**src/rtl/axis_burst_gate.sv**
```systemverilog
// axis_burst_gate: releases FIFO contents to an AXI4-Stream sink only in whole
// bursts of cfg_data words, starting a burst only once the FIFO already holds
// the full burst, and marking the final beat of each burst with m_axis_tlast.
// cfg_data is zero-extended to 32 bits for the fill comparison (CNTR_WIDTH <= 32).
module axis_burst_gate #(
  parameter int AXIS_TDATA_WIDTH = 32,
  parameter int CNTR_WIDTH       = 16
) (
  input  logic                        aclk,
  input  logic                        areset,
  input  logic [CNTR_WIDTH-1:0]       cfg_data,
  input  logic                        cfg_enable,
  input  logic [31:0]                 fifo_count,
  output logic [31:0]                 sts_bursts,
  output logic                        busy,
  input  logic [AXIS_TDATA_WIDTH-1:0] s_axis_tdata,
  input  logic                        s_axis_tvalid,
  output logic                        s_axis_tready,
  output logic [AXIS_TDATA_WIDTH-1:0] m_axis_tdata,
  output logic                        m_axis_tvalid,
  input  logic                        m_axis_tready,
  output logic                        m_axis_tlast
);

  typedef enum logic {
    IDLE,
    BURST
  } state_t;

  state_t                state;
  state_t                state_next;
  logic [CNTR_WIDTH-1:0] len;
  logic [CNTR_WIDTH-1:0] cnt;
  logic                  start;
  logic                  s_hs;
  logic                  m_hs;
  logic                  last_beat;

  assign start     = cfg_enable && (cfg_data != '0) && (fifo_count >= 32'(cfg_data));
  assign s_hs      = s_axis_tvalid && s_axis_tready;
  assign m_hs      = m_axis_tvalid && m_axis_tready;
  assign last_beat = (cnt == len - CNTR_WIDTH'(1));

  // State register: reset always returns to IDLE, abandoning any partial burst.
  always_ff @(posedge aclk) begin
    if (areset) begin
      state <= IDLE;
    end else begin
      state <= state_next;
    end
  end

  // Next state: start only on a full FIFO, leave BURST on the last accepted word.
  always_comb begin
    state_next = state;
    case (state)
      IDLE:    if (start) state_next = BURST;
      BURST:   if (s_hs && last_beat) state_next = IDLE;
      default: state_next = IDLE;
    endcase
  end

  // Outputs: accept words only in BURST when the output stage can take one.
  always_comb begin
    s_axis_tready = 1'b0;
    if (state == BURST) begin
      s_axis_tready = !m_axis_tvalid || m_axis_tready;
    end
    busy = (state == BURST) || m_axis_tvalid;
  end

  // Burst length latch and beat counter; len is frozen for the whole burst.
  always_ff @(posedge aclk) begin
    if (areset) begin
      len <= '0;
      cnt <= '0;
    end else if (state == IDLE && start) begin
      len <= cfg_data;
      cnt <= '0;
    end else if (s_hs) begin
      cnt <= cnt + CNTR_WIDTH'(1);
    end
  end

  // One-stage output register: reload on every accepted word, empty on drain.
  always_ff @(posedge aclk) begin
    if (areset) begin
      m_axis_tdata  <= '0;
      m_axis_tvalid <= 1'b0;
      m_axis_tlast  <= 1'b0;
    end else if (s_hs) begin
      m_axis_tdata  <= s_axis_tdata;
      m_axis_tvalid <= 1'b1;
      m_axis_tlast  <= last_beat;
    end else if (m_hs) begin
      m_axis_tvalid <= 1'b0;
      m_axis_tlast  <= 1'b0;
    end
  end

  // Completed-burst counter, bumped when the sink takes a tlast beat.
  always_ff @(posedge aclk) begin
    if (areset) begin
      sts_bursts <= '0;
    end else if (m_hs && m_axis_tlast) begin
      sts_bursts <= sts_bursts + 32'd1;
    end
  end

endmodule

```
**config.mk**
```make
export PLATFORM = sky130hd
export DESIGN_NAME = axis_burst_gate
export DESIGN_NICKNAME = d
export VERILOG_FILES = /design/src/rtl/axis_burst_gate.sv
export SDC_FILE = /design/constraint.sdc
export NUM_CORES = 1
export LEC_CHECK = 0
export CELL_PAD_IN_SITES_DETAIL_PLACEMENT = 0
export CELL_PAD_IN_SITES_GLOBAL_PLACEMENT = 1
export CORE_AREA = 10 10 127 129
export CTS_CLUSTER_DIAMETER = 50
export DETAILED_ROUTE_END_ITERATION = 12
export DIE_AREA = 0 0 137 139
export GPL_ROUTABILITY_DRIVEN = 0
export PLACE_DENSITY = 0.83
export SLEW_MARGIN = 20
export SYNTH_ARGS = -nofsm -noshare
export SYNTH_HDL_FRONTEND = slang
export SYNTH_SLANG_ARGS = --single-unit
```
**constraint.sdc**
```tcl
create_clock -name aclk -period 7.2 [get_ports aclk]
set_input_delay 0.72 -clock aclk [delete_from_list [all_inputs] [get_ports aclk]]
set_output_delay 0.72 -clock aclk [all_outputs]
set_load 0.03 [all_outputs]
```
==> out/qor.csv, run 1 <==
stage,metric,value,unit
power_and_ir_drop,clock share of power,38.0,%
yosys,post-synthesis simple-gate area fraction,24.7,%
setup_path,worst endpoint required time,6480,ps
placement,Placement Cell Area,6580,um2
finish,Final Cell Area,6880,um2
sta,max-slew violations,0,
routing,Via density,5.11,
clock_tree,sink count of the clock tree,99,
grt,Global Route Usage Sum,14.3,%
setup_path,CP startpoint,m_axis_tready,
yosys,"count leader, synth",dfxtp_1,
die,CORE AREA,13700,um2
clock_tree,"Setup Fix Bufs, Post-CTS",0,
placement,Cells after DPL,892,
yosys,largest family of logic cells by synthesized area,simple AND/OR/NAND/NOR gates,
grt,largest net degree at the start of global routing,100,
power_and_ir_drop,combinational power share,16.3,%
clock_tree,Num CTS Buffers,9,
die,# rows,43,
routing,Vias,4643,
setup_path,Worst setup EP type,output pin,
routing,WL/cell,15.3,um
yosys,post-synthesis register bit count,99,
yosys,mux cell area share after synthesis,1.24,%
finish,share of post-route cells with drive strength above 1,4.26,%
yosys,post-synthesis sequential area ratio,40.0,%
sta,setup_tns,0,ps
setup_path,R2R Path Start,len[0]$_SDFFE_PP0P_,
yosys,top_reg_cell synth,dfxtp_1,
finish,P&R area growth vs syn,38.9,%
clock_tree,clk slew on worst S/H paths,70,ps
worst_hold_path,Hold/Removal Path Class,reg -> reg,
yosys,post-synthesis compound-gate area fraction,13.6,%
clock_tree,H-Tree Depth,3,
routing,DRC viols,0,
finish,n_diodes,0,
yosys,Post-synth EDFFs,0,
yosys,Synth cell types,50,
finish,filler instances,1293,
yosys,syn nets,696,
grt,vias in the first global route,4692,
yosys,Synth area leaders,"dfxtp_1 (40%), nand2_1 (6.7%), xor2_1 (6.4%)",
grt,first-pass GRT wire length,22700,um
setup_path,CP Data Arrival Time,2290,ps
routing,Total Wirelength,13900,um
sta,Final setup viols,0,
clock_tree,TritonCTS clock tree,built,
setup_path,maximum fanout along the worst path,4,
outcome,status,finished clean,
sta,final period utilization,41.8,%
routing,final antenna-violating net count,0,
sta,clock skew,6.48,ps
power_and_ir_drop,VDD IR max,0.118,mV
clock_tree,CTS root buffer,clkbuf_16,
die,die area,19000,um2
yosys,Syn Area/Cell,8.37,um2
placement,DP HPWL,10700,um
clock_tree,worst skew pair latency,340,ps
yosys,Syn. warnings,0,
finish,Final Instance Count excl. Fillers,908,
die,Top Ports,153,
yosys,most instantiated cells after synthesis,"dfxtp_1 (99), nand2_1 (89), a21oi_1 (43), nor2_1 (39), xor2_1 (36)",
setup_path,crit path kind,in -> out,
placement,port bufs,152,
run,max_cap viols,0,
setup_path,kind of start point of the critical path,input pin,
yosys,XOR/XNOR share of the synthesized area,11.1,%
power_and_ir_drop,cell internal pwr,934,uW
sta,post-route minimum period,3010,ps
clock_tree,CTS Hold Bufs,0,
sta,Slew Limit Headroom,32.1,%
sta,RSZ-0062 raised after global routing,false,
power_and_ir_drop,P_sw,331,uW
clock_tree,Max Buffers Root-to-Sink,2,
die,height of the die,139,um
routing,1st-iter DRT viols,224,
grt,GRT Residual Overflow,0,
power_and_ir_drop,sequential cell fraction of total power,45.7,%
power_and_ir_drop,Switching Share,26.2,%
routing,first drt pass iteration count,4,
die,die extent in x,137,um
sta,worst-margin pin slew,1020,ps
sta,Hold Fails Final Rpt,0,
yosys,Mapped Area,4950,um2
yosys,Post-Synthesis Cells,592,
clock_tree,post_cts resized,0,
die,Initial Util,36.3,%
yosys,Synth area leader,dfxtp_1,
yosys,Synth top area share,40.0,%
finish,nets,827,
power_and_ir_drop,P_leak,0.00244,uW
yosys,post-synthesis adder-cell area fraction,4.80,%
yosys,Synth async-reset ratio,0,%
grt,initial antenna violation count,0,
finish,fin util,50.4,%
sta,Max Clock Freq,332,MHz
worst_hold_path,hold path start,m_axis_tdata[17]$_SDFFE_PP0P_,
power_and_ir_drop,Pwr Density,184,nW/um2
sta,worst hold slack,454,ps
## worst max-delay path: stages
cell	delay, ps
clkdlybuf4s50_1	490
nand2b_1	180
and2_1	180
clkdlybuf4s50_1	720
## power by group through the flow
stage / clock network, uW / logic, uW / registers (uW)
3_5_place_dp: 0 / 207 / 591
6_report: 481 / 206 / 578
4_1_cts: 497 / 208 / 578
2_1_floorplan: 0 / 108 / 601
3_3_place_gp: 0 / 202 / 589
5_1_grt: 516 / 226 / 580
## layout by cell type (no fill, tap or decap), drive strengths merged, types with 2 or more instances in the layout
| cell | n |
|---|---|
| nand2b | 6 |
| o211ai | 2 |
| nor2 | 40 |
| xor2 | 36 |
| a21o | 5 |
| and3 | 6 |
| and4 | 7 |
| o21a | 2 |
| nand4 | 21 |
| nand3 | 20 |
| or3 | 6 |
| clkinvlp | 2 |
| a21oi | 43 |
| buf | 4 |
| ha | 19 |
| nor4 | 12 |
| o21ai | 7 |
| mux2i | 5 |
| or2 | 3 |
| clkdlybuf4s50 | 151 |
| dfxtp | 99 |
| xnor2 | 24 |
| o2111ai | 15 |
| or4 | 5 |
| nor3 | 30 |
| clkinv | 4 |
| nand2 | 89 |
| inv | 22 |
| o31ai | 16 |
| clkbuf | 9 |
## metrics by stage
step           power (uW)  worst slack (ps)
3_3_place_gp          791              3530
2_1_floorplan         708              4470
3_5_place_dp          797              3480
6_report             1260              4190
5_1_grt              1320              3950
4_1_cts              1280              3820
## path summary, 6_finish.rpt
kind	slack, ps	end	cells after the start
setup / recovery	4190	s_axis_tready	4
hold / removal	450	m_axis_tdata[17]$_SDFFE_PP0P_	2
setup reg to reg	4600	state$_SDFF_PP0_	8
hold reg to reg	450	m_axis_tdata[17]$_SDFFE_PP0P_	2
## registers in the layout (all words and copies together), names as in the netlist
name           cells
m_axis_tdata      32
sts_bursts        32
cnt               16
len               16
m_axis_tlast       1
m_axis_tvalid      1
state              1
## logic make-up (layout without fill, tap and decap cells)
logic type               count (synthesis)  after routing
flip-flops                              99             99
AO/OA/AOI/OAI                           99             99
adder cells (fa/ha/maj)                 19             19
multiplexers                             6              6
AND/OR/NAND/NOR                        251            251
XOR/XNOR                                61             61
buffers and inverters                   57            193
## routing by layer
layer	share of wire (%)	track usage [%]	vias to the layer above	wire (um)
met4	2.1	5.16	0	299
met2	48	23.8	126	6640
met3	6.4	4.28	26	896
met1	44	16.9	2143	6090
met5	0	0	-	0
li1	-	-	2348	-
## final cells by class
type | instances | area (um2) | share of cell area [%]
Timing Repair Buffer | 155 | 1540 | 22.4
Clock buffer | 9 | 225 | 3.27
Tap cell | 180 | 225 | 3.27
Multi-Input combinational cell | 436 | 2750 | 40.0
Inverter | 22 | 82.6 | 1.20
Clock inverter | 7 | 76.3 | 1.11
Sequential cell | 99 | 1980 | 28.8
(Power assumes the default switching activity.)
==> inputs of run 2 (changes only) <==
- CORE_AREA: 10 10 127 129 -> 10 10 138 140
- DIE_AREA: 0 0 137 139 -> 0 0 148 150
- PLACE_DENSITY: 0.83 -> 0.74
- clock period: 7.2 -> 2.7 ns (I/O delays scaled with it)
==> out/qor.csv, run 2 (synthesized netlist as in run 1, its figures left out) <==
stage,metric,value,unit
die,Top Ports,153,
worst_hold_path,Hold/Removal Path Class,reg -> reg,
die,die extent in x,148,um
routing,Total Wirelength,14700,um
run,max_cap viols,0,
finish,Final Instance Count excl. Fillers,958,
setup_path,crit path kind,reg -> reg,
routing,WL/cell,15.3,um
setup_path,Worst setup EP type,flop,
grt,initial antenna violation count,0,
clock_tree,CTS root buffer,clkbuf_16,
clock_tree,clk slew on worst S/H paths,70,ps
power_and_ir_drop,P_leak,0.00250,uW
finish,Top Registers,"m_axis_tdata x32, sts_bursts x32",
sta,max-slew violations,0,
setup_path,Worst path slowest cell,or4b_1,
finish,most frequent cells in the layout,"clkdlybuf4s50_1 (151), dfxtp_1 (99), nand2_1 (89), a21oi_1 (43), nor2_1 (39)",
finish,"commonest non-fill, non-tap cell in the layout",clkdlybuf4s50_1,
routing,final antenna-violating net count,0,
finish,nets,837,
routing,Vias,4714,
grt,first-pass GRT wire length,24100,um
placement,DP HPWL,11100,um
clock_tree,Num CTS Buffers,9,
clock_tree,worst skew pair latency,350,ps
sta,Hold Fails Final Rpt,0,
routing,Via density,4.92,
placement,Placement Cell Area,6700,um2
sta,Max Clock Freq,416,MHz
routing,DRC viols,0,
outcome,status,finished clean,
clock_tree,post_cts resized,0,
sta,Final setup viols,0,
power_and_ir_drop,Pwr Density,503,nW/um2
sta,setup_tns,0,ps
finish,share of post-route cells with drive strength above 1,5.28,%
sta,clock skew,8.32,ps
sta,Slew Limit Headroom,32.0,%
power_and_ir_drop,VDD IR max,0.308,mV
die,height of the die,150,um
die,die area,22200,um2
die,Initial Util,30.3,%
clock_tree,"Setup Fix Bufs, Post-CTS",0,
placement,port bufs,152,
power_and_ir_drop,Pwr Total,3540,uW
clock_tree,CTS Hold Bufs,0,
routing,first drt pass iteration count,4,
finish,P&R area growth vs syn,42.1,%
sta,worst hold slack,452,ps
clock_tree,sink count of the clock tree,99,
sta,post-route minimum period,2400,ps
finish,Final Cell Area,7040,um2
clock_tree,H-Tree Depth,3,
sta,final period utilization,89.1,%
clock_tree,Max Buffers Root-to-Sink,2,
grt,GRT Residual Overflow,0,
routing,1st-iter DRT viols,184,
setup_path,crit-path cells,inv_1 -> ha_1 -> or4b_1 -> buf_4 -> nor4_2 -> xnor2_1 -> a2111oi_4 -> a41o_1 -> a21oi_1,
finish,n_diodes,0,
setup_path,CP Data Arrival Time,2600,ps
die,CORE AREA,16300,um2
sta,worst-margin pin slew,1020,ps
clock_tree,TritonCTS clock tree,built,
grt,vias in the first global route,4737,
grt,Global Route Usage Sum,13.1,%
grt,largest net degree at the start of global routing,99,
setup_path,Slowest Stage Delay on Critical Path,470,ps
setup_path,maximum fanout along the worst path,6,
sta,RSZ-0062 raised after global routing,false,
die,# rows,47,
setup_path,kind of start point of the critical path,flop,
setup_path,worst endpoint required time,2890,ps
placement,Cells after DPL,942,
[run 2: cell type report]
| type | count | area, um2 |
|---|---|---|
| tap | 220 | 275 |
| timing repair buffer | 165 | 1610 |
| fill | 1630 | 9310 |
| inverter | 22 | 82.6 |
| clock inverter | 5 | 85.1 |
| clock buffer | 11 | 253 |
| sequential | 99 | 1980 |
| multi-input combinational | 436 | 2750 |
[run 2: stage by stage]
step	setup WS (ps)	utilization, %
3_5_place_dp	10.4	41.0
3_3_place_gp	92.2	41.0
4_1_cts	271	43.1
6_report	295	43.1
2_1_floorplan	357	-
5_1_grt	23.0	43.1
[run 2: power by group]
part	internal [uW]	switching, uW
sequential	1500	39.0
clock	866	566
combinational	280	290
total	2650	894
[run 2: worst max-delay path, delay by kind of cell, from the launching register on]
| kind | cells | cell delay, ps |
|---|---|---|
| fa+ha+maj | 1 | 230 |
| compound gates | 3 | 640 |
| buf+inv | 2 | 250 |
| simple gates | 2 | 640 |
| xor+xnor | 1 | 140 |
| flops | 1 | 360 |
[run 2: path summary, 6_finish.rpt]
kind	end	start	slack [ps]	cells past startpoint
max reg2reg	state$_SDFF_PP0_	len[0]$_SDFFE_PP0P_	300	9
max	state$_SDFF_PP0_	len[0]$_SDFFE_PP0P_	300	9
min reg2reg	m_axis_tdata[10]$_SDFFE_PP0P_	m_axis_tdata[10]$_SDFFE_PP0P_	450	2
min	m_axis_tdata[10]$_SDFFE_PP0P_	m_axis_tdata[10]$_SDFFE_PP0P_	450	2
[run 2: per-layer routing]
| layer | part of all wire, % | GRT usage (%) |
|---|---|---|
| met5 | 0 | 0 |
| met4 | 0.66 | 2.53 |
| met3 | 5.8 | 4.65 |
| met2 | 48 | 21.9 |
| met1 | 46 | 15.9 |
==> inputs of run 3 (changes only) <==
- GPL_TIMING_DRIVEN: default -> 1
==> results of run 3 <==
Same layout as run 2: the final DEF is identical, and so are final timing and power.
